==> src/rtl/trng_collector.sv <==
// Ring-oscillator entropy collector: resync, decimate, von Neumann debias, pack into words.
// Optional repetition-count health test is compiled in with `define TRNG_HEALTH_EN.
module trng_collector #(
  parameter int WIDTH     = 8,
  parameter int DECIM     = 4,
  parameter int REP_LIMIT = 32
) (
  input  logic             clock,
  input  logic             reset,
  input  logic             enable,
  input  logic             raw_in,
  output logic [WIDTH-1:0] out_data,
  output logic             out_valid,
  input  logic             out_ready,
  output logic             alarm
);

  localparam int CNT_W = (DECIM > 1) ? $clog2(DECIM) : 1;
  localparam int BIT_W = $clog2(WIDTH + 1);

  if (WIDTH < 2 || DECIM < 1 || REP_LIMIT < 2) begin : g_param_check
    $error("trng_collector: WIDTH>=2, DECIM>=1, REP_LIMIT>=2 required");
  end

  typedef enum logic {EMPTY, HAVE_FIRST} state_t;

  logic             raw_p0, raw_p1;
  logic [CNT_W-1:0] dec_cnt;
  logic             smp_vld_p1;
  state_t           state;
  logic             first_bit;
  logic             emit_vld_p2, emit_bit_p2;
  logic [WIDTH-1:0] sreg;
  logic [BIT_W-1:0] bit_cnt;
  logic             word_full, load;
  logic             alarm_set;

  // Stage p0/p1: two-flop resynchroniser and decimation strobe
  always_ff @(posedge clock or posedge reset) begin
    if (reset) begin
      raw_p0 <= 1'b0;
      raw_p1 <= 1'b0;
    end else begin
      raw_p0 <= raw_in;
      raw_p1 <= raw_p0;
    end
  end

  assign smp_vld_p1 = enable && !alarm && (dec_cnt == CNT_W'(DECIM - 1));

  always_ff @(posedge clock or posedge reset) begin
    if (reset)
      dec_cnt <= '0;
    else if (!enable || alarm || smp_vld_p1)
      dec_cnt <= '0;
    else
      dec_cnt <= dec_cnt + CNT_W'(1);
  end

  // Stage p2: von Neumann pair decision, one bit emitted per unequal pair
  always_ff @(posedge clock or posedge reset) begin
    if (reset) begin
      state       <= EMPTY;
      first_bit   <= 1'b0;
      emit_vld_p2 <= 1'b0;
      emit_bit_p2 <= 1'b0;
    end else begin
      emit_vld_p2 <= 1'b0;
      if (!enable) begin
        state <= EMPTY;
      end else if (smp_vld_p1) begin
        case (state)
          EMPTY: begin
            first_bit <= raw_p1;
            state     <= HAVE_FIRST;
          end
          HAVE_FIRST: begin
            emit_vld_p2 <= (raw_p1 != first_bit);
            emit_bit_p2 <= first_bit;
            state       <= EMPTY;
          end
        endcase
      end
    end
  end

  // Stage p3: packing and output handshake
  assign word_full = (bit_cnt == BIT_W'(WIDTH));
  assign load      = word_full && (!out_valid || out_ready) && !alarm && !alarm_set;

  always_ff @(posedge clock or posedge reset) begin
    if (reset) begin
      sreg      <= '0;
      bit_cnt   <= '0;
      out_data  <= '0;
      out_valid <= 1'b0;
    end else begin
      if (load) begin
        out_data <= sreg;
        bit_cnt  <= emit_vld_p2 ? BIT_W'(1) : BIT_W'(0);
        if (emit_vld_p2)
          sreg <= {sreg[WIDTH-2:0], emit_bit_p2};
      end else if (emit_vld_p2 && !word_full) begin
        // a bit arriving while a finished word still waits is dropped
        sreg    <= {sreg[WIDTH-2:0], emit_bit_p2};
        bit_cnt <= bit_cnt + BIT_W'(1);
      end

      if (alarm || alarm_set)
        out_valid <= 1'b0;
      else if (load)
        out_valid <= 1'b1;
      else if (out_ready)
        out_valid <= 1'b0;
    end
  end

`ifdef TRNG_HEALTH_EN
  localparam int RUN_W = $clog2(REP_LIMIT + 1);

  logic [RUN_W-1:0] run_cnt, run_next;
  logic             last_smp;

  always_comb begin
    run_next = run_cnt;
    if (run_cnt == '0 || raw_p1 != last_smp)
      run_next = RUN_W'(1);
    else if (run_cnt < RUN_W'(REP_LIMIT))
      run_next = run_cnt + RUN_W'(1);
  end

  assign alarm_set = smp_vld_p1 && (run_next == RUN_W'(REP_LIMIT));

  always_ff @(posedge clock or posedge reset) begin
    if (reset) begin
      run_cnt  <= '0;
      last_smp <= 1'b0;
      alarm    <= 1'b0;
    end else begin
      if (!enable) begin
        run_cnt <= '0;
      end else if (smp_vld_p1) begin
        run_cnt  <= run_next;
        last_smp <= raw_p1;
      end
      if (alarm_set)
        alarm <= 1'b1;
    end
  end
`else
  assign alarm_set = 1'b0;
  assign alarm     = 1'b0;
`endif

endmodule

==> config.mk <==
export PLATFORM = sky130hd
export DESIGN_NAME = trng_collector
export DESIGN_NICKNAME = d
export VERILOG_FILES = /design/src/rtl/trng_collector.sv
export SDC_FILE = /design/constraint.sdc
export NUM_CORES = 1
export LEC_CHECK = 0
export CAP_MARGIN = 40
export CORE_ASPECT_RATIO = 0.6
export CORE_UTILIZATION = 33
export CTS_CLUSTER_DIAMETER = 30
export DETAILED_ROUTE_END_ITERATION = 16
export SYNTH_ARGS = -nofsm -noshare
export SYNTH_HDL_FRONTEND = slang
export SYNTH_SLANG_ARGS = --single-unit
==> constraint.sdc <==
create_clock -name clock -period 1.78 [get_ports clock]
set_input_delay 0.178 -clock clock [delete_from_list [all_inputs] [get_ports clock]]
set_output_delay 0.178 -clock clock [all_outputs]
set_load 0.02 [all_outputs]
==> results.md <==
Timing:
- On the final layout, the worst clock skew is 0.00356 ns.
- Setup repair after global routing left no endpoint under its margin.
- The timing-limited maximum frequency is 0.607 GHz.
- The worst setup slack after layout is about 0.13 ns.
- The count of final max-slew check failures was 0.
- The number of hold violations in the final report is 0.
- The post-route fraction of the period consumed by the critical path is 92.6%.
- The final count of negative-setup-slack endpoints is 0.
- The clock period could shrink to 1.65 ns.
- The setup TNS after final layout is 0 ns.

Cells and area:
- The total number of nets in the final design is 109.
- The total inserted antenna cells is 0.
- Leaving out fill and tap cells, the most frequent cells in the layout are sky130_fd_sc_hd__dfrtp_1, sky130_fd_sc_hd__mux2_2, sky130_fd_sc_hd__clkdlybuf4s50_1.
- Once layout is done, the placed cells without fillers occupy ~1500 sq um.
- The leading cell type in the layout, fill and taps excluded is sky130_fd_sc_hd__dfrtp_1.
- The finished layout holds 147 standard cells, fillers aside.
- The relative area change from synthesis to final layout is 23.9%.
- Cells with a size suffix above 1 make up a little under a third of the layout.

Route:
- In this run, the number of DRC markers left after iteration 0 of detailed routing was 39.
- For this run, design rule violations remaining after detail routing come to 0.
- The first-pass detailed-route iteration total is 2.
- The vias per cell is 4.41.
- The number of vias in the routed layout is 648.
- The routed wirelength normalized by instance count is between 10 and 15 microns.
- In this run the remaining antenna-violating nets after routing total 0.
- After detailed routing, the total wire length is 1.87 mm.

Clock network:
- The number of buffers on the longest clock path is 2.
- The buffer count from post-CTS setup fixing is 0.
- In this run, post-CTS hold repair placed 0 buffers.
- In this run, post-CTS repair resized a total of 0 instances.
- The tree built by TritonCTS fans out to 29 sinks.
- The master cell of the clock root buffer is sky130_fd_sc_hd__clkbuf_8.
- TritonCTS built the clock tree.
- CTS built an H-tree with a depth of 2.
- The insertion delay of the later-clocked pin in the worst-skew pair is 0.28 ns.
- After clock tree synthesis, the clock-pin slew on the worst setup and hold paths is around 0.06 ns.
- The number of clock buffers inserted by TritonCTS is 5.

Critical path:
- The worst setup path is of the flop to flop kind.
- The slowest stage of the critical path belongs to the cell sky130_fd_sc_hd__dfrtp_1.
- The required time at the worst-slack endpoint is 1.95 ns.
- STA classifies the critical path startpoint as a flop.
- STA classifies the critical path endpoint as a flop.
- The signal arrival time at the worst endpoint is 1.81 ns.
- The critical-path maximum fanout is 10.
- Broken down by cell family, the worst path's largest delay share belongs to flip-flops.
- Counting both buffers and inverters, the worst setup path holds a total of 2.
- The critical path goes through inv_1 -> ha_1 -> nand3b_4 -> nor2b_1 -> buf_4 -> mux2_2.
- For this run, the slowest stage of the critical path takes 0.40 ns.

Floorplanning:
- The die outline width is 79.4 microns.
- The row count is 16.
- The floorplan step set the die height to just under 50 microns.
- The number of primary I/O pins is 15.
- The effective utilization at floorplan is between 30% and 40%.
- The floorplan step defined a core boundary enclosing 3340 sq um.
- The full die area is 3850 sq um.

Global routing:
- The global routing met2 resource utilization is approximately 16%.
- For this run, the total global-route usage over all layers was measured as 12.3%.
- The pin count of the biggest net entering global routing is 30.
- The wire length of the first global-routing pass is 3.27 mm.
- The total overflow left after global routing is 0.
- The most crowded layer after global routing is met2.
- In the global route stage, met1 resource usage came out at 15.6%.
- The fraction of met3 tracks used by global routing is 5.28%.
- The number of global-route vias before repair is 726.
- The initial antenna violation count is 0.

Logic synthesis:
- Each instance of the synthesized netlist takes up on average 14.6 sq um.
- The share of the synthesized area in the top cell type is 61.2%.
- Ranked by total cell area, the synthesized netlist is headed by sky130_fd_sc_hd__dfrtp_1, sky130_fd_sc_hd__mux2_2, sky130_fd_sc_hd__ha_1.
- The netlist area before placement is roughly 1200 sq um.
- In this run, synthesis inferred 0 flip-flops with an integrated enable.
- The dominant cell type by area after synthesis is sky130_fd_sc_hd__dfrtp_1.
- The share of flip-flops with an asynchronous set or reset after synthesis is 100%.
- The number of nets in the synthesized netlist is between 80 and 90.
- In the synthesized netlist the dominant register cell turns out to be sky130_fd_sc_hd__dfrtp_1.
- The number of distinct library cells after synthesis is 25.
- The total number of yosys warnings is 0.
- The sequential fraction of the synthesis area is 61.2%.
- In this run, synthesis produced a sequential element count of 29.
- Counting every instance in the synthesized netlist gives 81.

Hold path:
- The path class of the tightest hold or removal check is input pin to asynchronous set/reset pin.

Power and ir drop:
- In this run the power density over the cells is between 900 and 1000 nW/um^2.
- Summed over all cells, the static leakage comes to ~0.77 nW.
- The largest vdd supply drop is 0.419 mV.

Status:
- The run finished with clean final reports.

Placed design:
- The placement-stage worst setup slack is 0.0896 ns.
- The area after detailed placement is between 1000 and 1500 sq um.
- The routability congestion estimate is around 0.67.
- The number of input and output port buffers inserted is 13.
- The placed instance count is approximately 140.

Flow run:
- The number of max-capacitance violations reported is 0.
## path summary, 6_finish.rpt
check | startpoint | endpoint | slack [ns] | cells past startpoint
max reg2reg | bit_cnt[0]$_DFFE_PP0P_ | out_data[0]$_DFFE_PP0P_ | 0.13 | 6
max | bit_cnt[0]$_DFFE_PP0P_ | out_data[0]$_DFFE_PP0P_ | 0.13 | 6
min | reset | out_data[5]$_DFFE_PP0P_ | 0.26 | 3
min in group clock | raw_in | raw_p0$_DFF_PP0_ | 0.33 | 1
min reg2reg | raw_p0$_DFF_PP0_ | raw_p1$_DFF_PP0_ | 0.35 | 0
max in group asynchronous | reset | out_data[0]$_DFFE_PP0P_ | 1.25 | 3
## cells in the mapped netlist (2+ instances only)
cell	instances
sky130_fd_sc_hd__ha_1	3
sky130_fd_sc_hd__nand2_1	3
sky130_fd_sc_hd__xor2_1	2
sky130_fd_sc_hd__nor2_1	3
sky130_fd_sc_hd__inv_1	4
sky130_fd_sc_hd__dfrtp_1	29
sky130_fd_sc_hd__mux2_2	19
## sequential cells by signal, indices dropped and copies added (netlist names)
signal / flops
emit_bit_p2: 1
bit_cnt: 4
raw_p0: 1
state: 1
out_data: 8
raw_p1: 1
dec_cnt: 2
sreg: 8
first_bit: 1
out_valid: 1
emit_vld_p2: 1
## cell type report
class,instances,area [sq um]
clock buffer,7,96.3
clock inverter,1,5.00
fill,308,1870
inverter,4,15.0
multi-input combinational,46,427
sequential,29,726
tap,45,56.3
timing repair buffer,15,145
## power by group
group | internal [mW] | leakage [nW] | switching, mW
clock network | 0.349 | 0.0542 | 0.249
logic | 0.0415 | 0.321 | 0.0346
registers | 0.687 | 0.391 | 0.0202
## layer usage
metal / routed length (microns) / up-vias
met5: 0 / -
met4: 78 / 0
met3: 88 / 8
met2: 748 / 13
met1: 948 / 313
li1: - / 314
## worst min-delay path: stages
cell and delay [ns]:
sky130_fd_sc_hd__clkdlybuf4s50_1 0.39, sky130_fd_sc_hd__inv_1 0.05, sky130_fd_sc_hd__buf_4 0.33
## metrics by stage
stage | power [mW] | util, % | hold slack (ns)
6_report | 1.38 | 44.0 | 0.263
3_5_place_dp | 0.798 | 40.9 | 0.338
2_1_floorplan | 0.774 | - | 0.209
4_1_cts | 1.40 | 44.0 | 0.265
5_1_grt | 1.45 | 44.0 | 0.304
3_3_place_gp | 0.794 | 40.9 | 0.332
## logic make-up (layout without fill, tap and decap cells)
logic type | after synthesis | in the layout | synth area share, %
flops | 29 | 29 | 61.2
mux | 20 | 20 | 18.9
simple gates | 15 | 15 | 8.02
buf+inv | 6 | 27 | 2.85
compound gates | 4 | 4 | 3.38
fa+ha+maj | 3 | 3 | 3.16
xor+xnor | 3 | 3 | 2.22
other cells | 1 | 1 | 0.316
Power figures use the tool's default switching activity.
